File: src/rtl/dmem_bytelane.sv
// Byte-addressable data memory for the MEM stage: sized loads/stores with extension,
// error reporting, a valid/ready request port and a post-reset initialisation sweep.
module dmem_bytelane #(
    parameter int DATA_W    = 32,
    parameter int DEPTH     = 32,
    parameter int ADDR_W    = 32,
    parameter int READ_LAT  = 1,
    parameter int INIT_MODE = 0
) (
    input  logic              clk,
    input  logic              rst,
    input  logic              req_valid,
    output logic              req_ready,
    input  logic              req_we,
    input  logic [1:0]        req_size,
    input  logic              req_unsigned,
    input  logic [ADDR_W-1:0] addr,
    input  logic [DATA_W-1:0] wdata,
    output logic              rsp_valid,
    output logic [DATA_W-1:0] rdata,
    output logic              rsp_err,
    output logic              init_done
);
    localparam int NB    = DATA_W / 8;
    localparam int OFF_W = $clog2(NB);
    localparam int IDX_W = $clog2(DEPTH);

    typedef enum logic {ST_INIT, ST_IDLE} state_t;

    state_t             r_state;
    state_t             w_state_nxt;
    logic [IDX_W-1:0]   r_init_idx;
    logic               w_sweep_we;
    logic               w_ready;
    logic               w_done;
    logic [DATA_W-1:0]  r_mem [DEPTH];

    logic [OFF_W-1:0]   w_off;
    logic [IDX_W-1:0]   w_idx;
    logic               w_out_of_range;
    logic               w_misaligned;
    logic               w_illegal_size;
    logic               w_err;
    logic               w_accept;
    logic               w_store;
    logic [NB-1:0]      w_lanes;
    logic [NB-1:0]      w_be;
    logic [DATA_W-1:0]  w_wdata_sh;
    logic [DATA_W-1:0]  w_init_word;
    logic [DATA_W-1:0]  w_word;
    logic [DATA_W-1:0]  w_word_sh;
    logic [DATA_W-1:0]  w_rsp_data;

    logic               r_vld_p1;
    logic [DATA_W-1:0]  r_data_p1;
    logic               r_err_p1;

    // Keeps the selected low bytes and fills the rest with zeros or the sign bit.
    function automatic logic [DATA_W-1:0] f_extend(input logic [DATA_W-1:0] v,
                                                   input logic [1:0] size,
                                                   input logic uns);
        logic [DATA_W-1:0] m;
        logic              s;
        case (size)
            2'd0:    begin m = DATA_W'(8'hFF);         s = v[7];  end
            2'd1:    begin m = DATA_W'(16'hFFFF);      s = v[15]; end
            2'd2:    begin m = DATA_W'(32'hFFFF_FFFF); s = v[31]; end
            default: begin m = '1;                     s = 1'b0;  end
        endcase
        return (v & m) | ((!uns && s) ? ~m : '0);
    endfunction

    always_ff @(posedge clk or posedge rst) begin
        if (rst) r_state <= ST_INIT;
        else     r_state <= w_state_nxt;
    end

    always_comb begin
        w_state_nxt = r_state;
        w_sweep_we  = 1'b0;
        w_ready     = 1'b0;
        w_done      = 1'b0;
        case (r_state)
            ST_INIT: begin
                w_sweep_we = 1'b1;
                if (r_init_idx == IDX_W'(DEPTH - 1)) w_state_nxt = ST_IDLE;
            end
            ST_IDLE: begin
                w_ready = 1'b1;
                w_done  = 1'b1;
            end
            default: w_state_nxt = ST_INIT;
        endcase
    end

    // The counter wraps back to 0 on the last sweep write since DEPTH is a power of two.
    always_ff @(posedge clk or posedge rst) begin
        if (rst)             r_init_idx <= '0;
        else if (w_sweep_we) r_init_idx <= r_init_idx + IDX_W'(1);
    end

    assign req_ready = w_ready;
    assign init_done = w_done;

    assign w_off          = addr[OFF_W-1:0];
    assign w_idx          = addr[OFF_W +: IDX_W];
    assign w_out_of_range = (addr >> (OFF_W + IDX_W)) != '0;
    assign w_illegal_size = (req_size == 2'd3) && (DATA_W == 32);
    assign w_err          = w_out_of_range | w_misaligned | w_illegal_size;
    assign w_accept       = req_valid & w_ready;
    assign w_store        = w_accept & req_we & ~w_err;

    always_comb begin
        w_misaligned = 1'b0;
        w_lanes      = '1;
        case (req_size)
            2'd0:    begin w_misaligned = 1'b0;        w_lanes = NB'(1);  end
            2'd1:    begin w_misaligned = w_off[0];    w_lanes = NB'(3);  end
            2'd2:    begin w_misaligned = |w_off[1:0]; w_lanes = NB'(15); end
            default: begin w_misaligned = |w_off;      w_lanes = '1;      end
        endcase
    end

    assign w_be        = w_lanes << w_off;
    assign w_wdata_sh  = wdata << {w_off, 3'b000};
    assign w_init_word = (INIT_MODE == 1) ? DATA_W'(r_init_idx) : '0;

    always_ff @(posedge clk) begin
        if (w_sweep_we) begin
            r_mem[r_init_idx] <= w_init_word;
        end else if (w_store) begin
            for (int b = 0; b < NB; b++) begin
                if (w_be[b]) r_mem[w_idx][8*b +: 8] <= w_wdata_sh[8*b +: 8];
            end
        end
    end

    assign w_word     = r_mem[w_idx];
    assign w_word_sh  = w_word >> {w_off, 3'b000};
    assign w_rsp_data = (req_we || w_err) ? '0 : f_extend(w_word_sh, req_size, req_unsigned);

    // Stage p1: response captured on the acceptance edge.
    always_ff @(posedge clk or posedge rst) begin
        if (rst) begin
            r_vld_p1  <= 1'b0;
            r_data_p1 <= '0;
            r_err_p1  <= 1'b0;
        end else begin
            r_vld_p1 <= w_accept;
            if (w_accept) begin
                r_data_p1 <= w_rsp_data;
                r_err_p1  <= w_err;
            end
        end
    end

    generate
        if (READ_LAT == 2) begin : g_lat2
            logic              r_vld_p2;
            logic [DATA_W-1:0] r_data_p2;
            logic              r_err_p2;

            // Stage p2: plain delay register.
            always_ff @(posedge clk or posedge rst) begin
                if (rst) begin
                    r_vld_p2  <= 1'b0;
                    r_data_p2 <= '0;
                    r_err_p2  <= 1'b0;
                end else begin
                    r_vld_p2 <= r_vld_p1;
                    if (r_vld_p1) begin
                        r_data_p2 <= r_data_p1;
                        r_err_p2  <= r_err_p1;
                    end
                end
            end

            assign rsp_valid = r_vld_p2;
            assign rdata     = r_data_p2;
            assign rsp_err   = r_err_p2;
        end else begin : g_lat1
            assign rsp_valid = r_vld_p1;
            assign rdata     = r_data_p1;
            assign rsp_err   = r_err_p1;
        end
    endgenerate
endmodule
File: config.mk
export PLATFORM = sky130hd
export DESIGN_NAME = dmem_bytelane
export DESIGN_NICKNAME = d
export VERILOG_FILES = /design/src/rtl/dmem_bytelane.sv
export SDC_FILE = /design/constraint.sdc
export NUM_CORES = 1
export LEC_CHECK = 0
export ABC_AREA = 1
export CAP_MARGIN = 20
export CORE_MARGIN = 8
export CORE_UTILIZATION = 42
export CTS_CLUSTER_DIAMETER = 120
export CTS_CLUSTER_SIZE = 14
export DETAILED_ROUTE_END_ITERATION = 6
export PLACE_DENSITY = 0.7
export SYNTH_ARGS = -nofsm -noshare
export SYNTH_HDL_FRONTEND = slang
export SYNTH_SLANG_ARGS = --single-unit
File: constraint.sdc
create_clock -name clk -period 6.5 [get_ports clk]
set_input_delay 1.3 -clock clk [delete_from_list [all_inputs] [get_ports clk]]
set_output_delay 1.3 -clock clk [all_outputs]
set_load 0.005 [all_outputs]
**Word level (Yosys, flattened, before mapping)**

Memory sizes are Yosys's and may differ from the RTL's.
Index checks and enable logic that the tools add are counted.

- $add $sub $neg: 1
- Equality and inequality tests: 4
- Shift operators: 3
- Muxes and demuxes: 29
- Bitwise logic cells: 9
- Reduce and logical (&&, ||, !) cells: 7

Operators with widths:

| kind | count |
|---|---|
| $mux 32 | 3 |
| $pmux 32 s2 | 1 |
| $and 32x32->32 | 1 |
| $not 32->32 | 1 |
| $or 32x32->32 | 1 |
| $reduce_bool 32->1 | 1 |
| $reduce_or 32->1 | 1 |
| $shl 32x5->32 | 1 |
| $shr 32x5->32 | 1 |
| $mux 1 | 20 |
| $pmux 4 s2 | 1 |
| $add 5x1->5 const B | 1 |
| $eq 5x5->1 const B | 1 |
| $mux 5 | 1 |
| $eq 2x2->1 const B | 2 |
| $mux 4 | 1 |
| $shl 4x2->4 | 1 |
| $and 1x1->1 | 3 |
| $pmux 1 s3 | 1 |
| $eq 2x1->1 const B | 1 |
| $logic_not 2->1 | 1 |
| $or 1x1->1 | 2 |
| $pmux 1 s2 | 1 |
| $reduce_or 2->1 | 1 |
| other kinds (4) | 4 |

- Register bits: 40
- Memory bits (writable): 1024
- Output and inout bits: 36
- Word-level logic and storage cells: 59
- Memories kept: 1

Memory list:

| name | words | width | read ports | clocked after Yosys merged registers in | write ports | line | text |
|---|---|---|---|---|---|---|---|
| r_mem | 32 | 32 | 1 | 0 | 1 | 36 | `logic [DATA_W-1:0] r_mem [DEPTH];` |

**Depth between registers and ports, before layout**

- Depth in word-level cells: 11
- Mapped depth: 19
- Gate-level depth less buffers: 15

**Least setup slack after synthesis**

No wires, ideal clock.

- Path type: input -> register
- From: in addr[0]
- To: mem r_mem[0][6], data pin
- Setup time: 0.445 ns
- Arrival time: 3.713 ns
- Required time: 6.055 ns
- Slack: 2.343 ns
- Stages: 9
- Path buffers: 2
- Path through: buf_6 -> nand2_1 -> nand4_1 -> nor4_2 -> nand2_1 -> nor2_4 -> nand2_1 -> clkbuf_1 -> nor3_1

- Cells in the longest elaborated chain, start to end: 11

RTL lines:

| element | line | text |
|---|---|---|
| from (decl) | 17 | `input logic [ADDR_W-1:0] addr,` |
| $reduce_or 2->1 | 119, 120 |  |
| $pmux 1 s2 | 116 | `case (req_size)` |
| $or 1x1->1 (2 in a row) | 109 | `assign w_err = w_out_of_range \| w_misaligned \| w_illegal_size;` |
| $not 1->1 | 111 | `assign w_store = w_accept & req_we & ~w_err;` |
| $and 1x1->1 | 111 |  |
| $mux 1 | 131 | `end else if (w_store) begin` |
| $mux 1 | 129 | `if (w_sweep_we) begin` |
| $mux 1 (not written as such) | 133 | `if (w_be[b]) r_mem[w_idx][8*b +: 8] <= w_wdata_sh[8*b +: 8];` |
| $reduce_or 32->1 (no source line) | -- |  |
| $mux 32 (no source line) * | -- |  |
| to (decl) | 36 |  |

Mark *: on every way between the ends. The rest lies on a longest branch, timed or not.

**Final worst setup path**

- From: in addr[1]
- To: mem r_mem[11][19] (enable)

- Cells in the longest elaborated chain, start to end: 11

RTL lines:

| element | line |
|---|---|
| $reduce_or 2->1 | 119, 120 |
| $pmux 1 s2 | 116 |
| $or 1x1->1 (2 in a row) | 109 |
| $not 1->1 | 111 |
| $and 1x1->1 | 111 |
| $mux 1 | 131 |
| $mux 1 | 129 |
| $mux 1 (not written as such) | 133 |
| $reduce_or 32->1 (no source line) | -- |
| $mux 5 (no source line) / $mux 4 (equally long branches) | -- |

Parallel ways exist; a longest one is shown, timed or not.

==> out/qor.yml <==
data_arrival_time_at_the_worst_slack_endpoint_ns: 5.10
synth-seq-area-share: 0.706
grt_use_total: 0.211
cts.clk_slew.worst_paths_ns: 0.06
fp.dieW_um: 343
io_pins: 107
dominantRegCellSynth: "sky130_fd_sc_hd__edfxtp_1"
period_needed_ns: 4.84
yosys_register_bits: 1064
run_status: "finished clean"
final_nets: 4023
top_layer: "met4"
cts.hold.buffers_added: 0
cts_max_path_buffers: 3
antenna-diode-count: 0
holdCritStartpoint: "rdata[26]$_DFFE_PP0P_"
cp-start-kind: "input pin"
ctsRootBufferMaster: "sky130_fd_sc_hd__clkbuf_16"
max-vdd-ir-drop_v: 0.000196
synth_edf_count: 1024
cts_setup_buffers: 0
post_route_cells_drive_above_1_share: 0.0892
synthesis.instances: 3902
htree_num_levels: 3
length_of_routed_met2_wiring_mm: 59.2
post_synth_most_frequent_cells: "1061 x sky130_fd_sc_hd__nand2_1, 1024 x sky130_fd_sc_hd__edfxtp_1, 588 x sky130_fd_sc_hd__nand3_1, 246 x sky130_fd_sc_hd__nor2_1, 176 x sky130_fd_sc_hd__o21ai_0"
drt_pre_antenna_iters: 6
worst_r2r_startpoint: "r_state$_DFF_PP0_"
chipHeight_um: 343
grt_pass1_vias: 29700
routedWlPerCell_um: 23.8
critical_path.max_fanout: 15
detail_route.drc_violations: 0
synth_top_cells_by_area: "sky130_fd_sc_hd__edfxtp_1 68%, sky130_fd_sc_hd__nand2_1 8.9%, sky130_fd_sc_hd__nand3_1 6.5%"
worst_slack_ns: 1.66
setup_viol: 0
grt_first_pass_wirelength_mm: 189
max-slew-margin-rel: 0.292
synth_most_common_cell: "sky130_fd_sc_hd__nand2_1"
cp.required_ns: 6.77
critical_setup_path_class: "in -> reg"
dr.first_iter.drc_count: 4430
rsz0062_at_grt: "no"
drt-vias-per-instance: 5.75
synth_async_sr_flop_share: 0.0376
max-cap-violations: 0
holdCritPathClass: "reg -> reg"
cellLeakagePower_uw: 0.0189
worstSetupStartpoint: "addr[1]"
dpl.hpwl_mm: 80.7
antenna_found_initial: 0
synth_area_um2: 45000
totalWireLength_mm: 128
post_cts.resized_instances: 0
met3WireLength_mm: 13.2
clock_insertion_delay_worst_skew_ns: 0.68
tcrit_tclk_final: 0.744
synth_cell_types: 46
placeableCoreArea_um2: 107000
cts_sinks: 1064
tritoncts.num_buffers: 85
timing.setup.tns_ns: 0
yosysWarningCount: 0
worstMarginPinSlew_ns: 1.06
vias: 30900
gp_congestion: 0.904
drt-met1-wl_mm: 49.2
area_delta_synth_final_pct: 10.8
placement.io_buffers: 106
synth_top_cell_area_share: 0.683
route.antenna.remaining_nets: 0
fp-row-count: 120
global_route.overflow_total: 0
syn_avg_cell_area_um2: 11.5
final.setup_skew_ns: 0.0515
slew_violations: 0
synth.net_count: 3975
floorplan.initialDensity: 0.422
setup.worst_path.end_class: "flip-flop"
die-area_um2: 118000
grt_max_degree: 167
dpl_worst_slack_ns: 0.956
fmaxAchievable_mhz: 207
netlist.top_cell.by_area: "sky130_fd_sc_hd__edfxtp_1"
power_density_nw_per_um2: 258
tritoncts_clock_tree: "built"
final-hold-violation-count: 0
cell usage in the layout, fill, tap and decap left out, types with 4 or more instances in the layout:
master / Yosys / routed
sky130_fd_sc_hd__o21ai_0: 176 / 176
sky130_fd_sc_hd__buf_4: 50 / 112
sky130_fd_sc_hd__a22oi_1: 32 / 32
sky130_fd_sc_hd__nor3_1: 49 / 33
sky130_fd_sc_hd__edfxtp_1: 1024 / 1024
sky130_fd_sc_hd__nor2_2: 21 / 30
sky130_fd_sc_hd__a32o_1: 7 / 7
sky130_fd_sc_hd__o21ai_1: 15 / 15
sky130_fd_sc_hd__clkbuf_16: 0 / 88
sky130_fd_sc_hd__inv_2: 14 / 14
sky130_fd_sc_hd__nand4_1: 7 / 7
sky130_fd_sc_hd__clkbuf_1: 70 / 27
sky130_fd_sc_hd__clkinv_1: 3 / 4
sky130_fd_sc_hd__or2_2: 5 / 5
sky130_fd_sc_hd__a2bb2oi_1: 4 / 4
sky130_fd_sc_hd__nand3_1: 588 / 588
sky130_fd_sc_hd__nand2_1: 1061 / 1059
sky130_fd_sc_hd__nor2_1: 246 / 237
sky130_fd_sc_hd__a21oi_2: 0 / 8
sky130_fd_sc_hd__nand2_4: 10 / 10
sky130_fd_sc_hd__buf_12: 0 / 9
sky130_fd_sc_hd__inv_1: 63 / 60
sky130_fd_sc_hd__o211ai_1: 16 / 16
sky130_fd_sc_hd__clkdlybuf4s50_1: 0 / 100
sky130_fd_sc_hd__dfrtp_1: 40 / 40
sky130_fd_sc_hd__nand2_2: 5 / 7
sky130_fd_sc_hd__o22ai_1: 59 / 59
sky130_fd_sc_hd__a21oi_1: 132 / 124
sky130_fd_sc_hd__nor3_2: 32 / 48
worst max-delay path, cell delays in order:
cell and delay (ns):
sky130_fd_sc_hd__clkdlybuf4s50_1 0.72, sky130_fd_sc_hd__nor2_4 0.24, sky130_fd_sc_hd__nor2_2 0.07, sky130_fd_sc_hd__inv_2 0.04, sky130_fd_sc_hd__o211ai_1 0.07, sky130_fd_sc_hd__nor2_1 0.14, sky130_fd_sc_hd__nand4_2 0.42, sky130_fd_sc_hd__o21ai_4 0.48
sky130_fd_sc_hd__nand2_2 0.37, sky130_fd_sc_hd__inv_2 0.13, sky130_fd_sc_hd__nand2_1 0.36, sky130_fd_sc_hd__nor2_1 0.72
power breakdown:
| part | switching (uW) | total (uW) | leakage [uW] | internal, uW |
|---|---|---|---|---|
| clock | 2290 | 4740 | 0.00114 | 2450 |
| sequential | 0.117 | 7400 | 0.0123 | 7400 |
| combinational | 527 | 736 | 0.00541 | 209 |
| total | 2810 | 12900 | 0.0189 | 10100 |
through the flow:
| step | utilization | area (um2) | cells | total power [uW] | hold slack, ns |
|---|---|---|---|---|---|
| floorplan | - | 45000 | 3902 | 8010 | 0.472 |
| global placement | 0.446 | 47500 | 5265 | 8250 | 0.465 |
| detailed placement | 0.446 | 47500 | 5265 | 8260 | 0.470 |
| CTS | 0.468 | 49900 | 5383 | 12900 | 0.484 |
| global route | 0.468 | 49900 | 5384 | 13200 | 0.499 |
| finish | 0.468 | 49900 | 5384 | 12900 | 0.479 |
flip-flops by register name (all words and copies together) (netlist names):
name	count
r_init_idx	5
r_state	1
rdata	32
rsp_err	1
r_mem	1024
rsp_valid	1
kinds of logic (layout without fill, tap and decap cells):
group                      after synthesis  after routing  share of synthesized area
xor gates and xnor gates                 2              2                   0.000389
and+or+nand+nor                       2033           2033                      0.197
AOI/OAI and AO/OA                      452            452                     0.0569
DFF                                   1064           1064                      0.706
buffers and inverters                  349            428                     0.0397
adders and majority gates                2              2                   0.000556
routing by layer:
| layer | up-vias | track usage |
|---|---|---|
| met4 | 0 | 0.105 |
| met1 | 15000 | 0.279 |
| met3 | 297 | 0.0388 |
| met5 | - | 0 |
| li1 | 13900 | - |
| met2 | 1808 | 0.335 |
worst paths after layout:
path	to	slack, ns	cells past startpoint
setup / recovery	r_mem[11][19]$_DFFE_PP_	1.66	12
hold / removal	rdata[26]$_DFFE_PP0P_	0.48	2
setup reg to reg	r_mem[11][19]$_DFFE_PP_	2.02	12
hold reg to reg	rdata[26]$_DFFE_PP0P_	0.48	2
max in group asynchronous	rdata[25]$_DFFE_PP0P_	5.02	3
min in group asynchronous	r_init_idx[4]$_DFFE_PP0N_	1.08	3
final cells by class:
cell class / count / area [um2]
clock buffers: 115 / 2300
clock inverters: 3 / 48.8
fillers: 9484 / 56700
inverters: 84 / 345
multi-input cells: 2489 / 11600
flip-flops and latches: 1064 / 31800
well taps: 1403 / 1760
repair buffers: 226 / 2070
(Power assumes the default switching activity.)
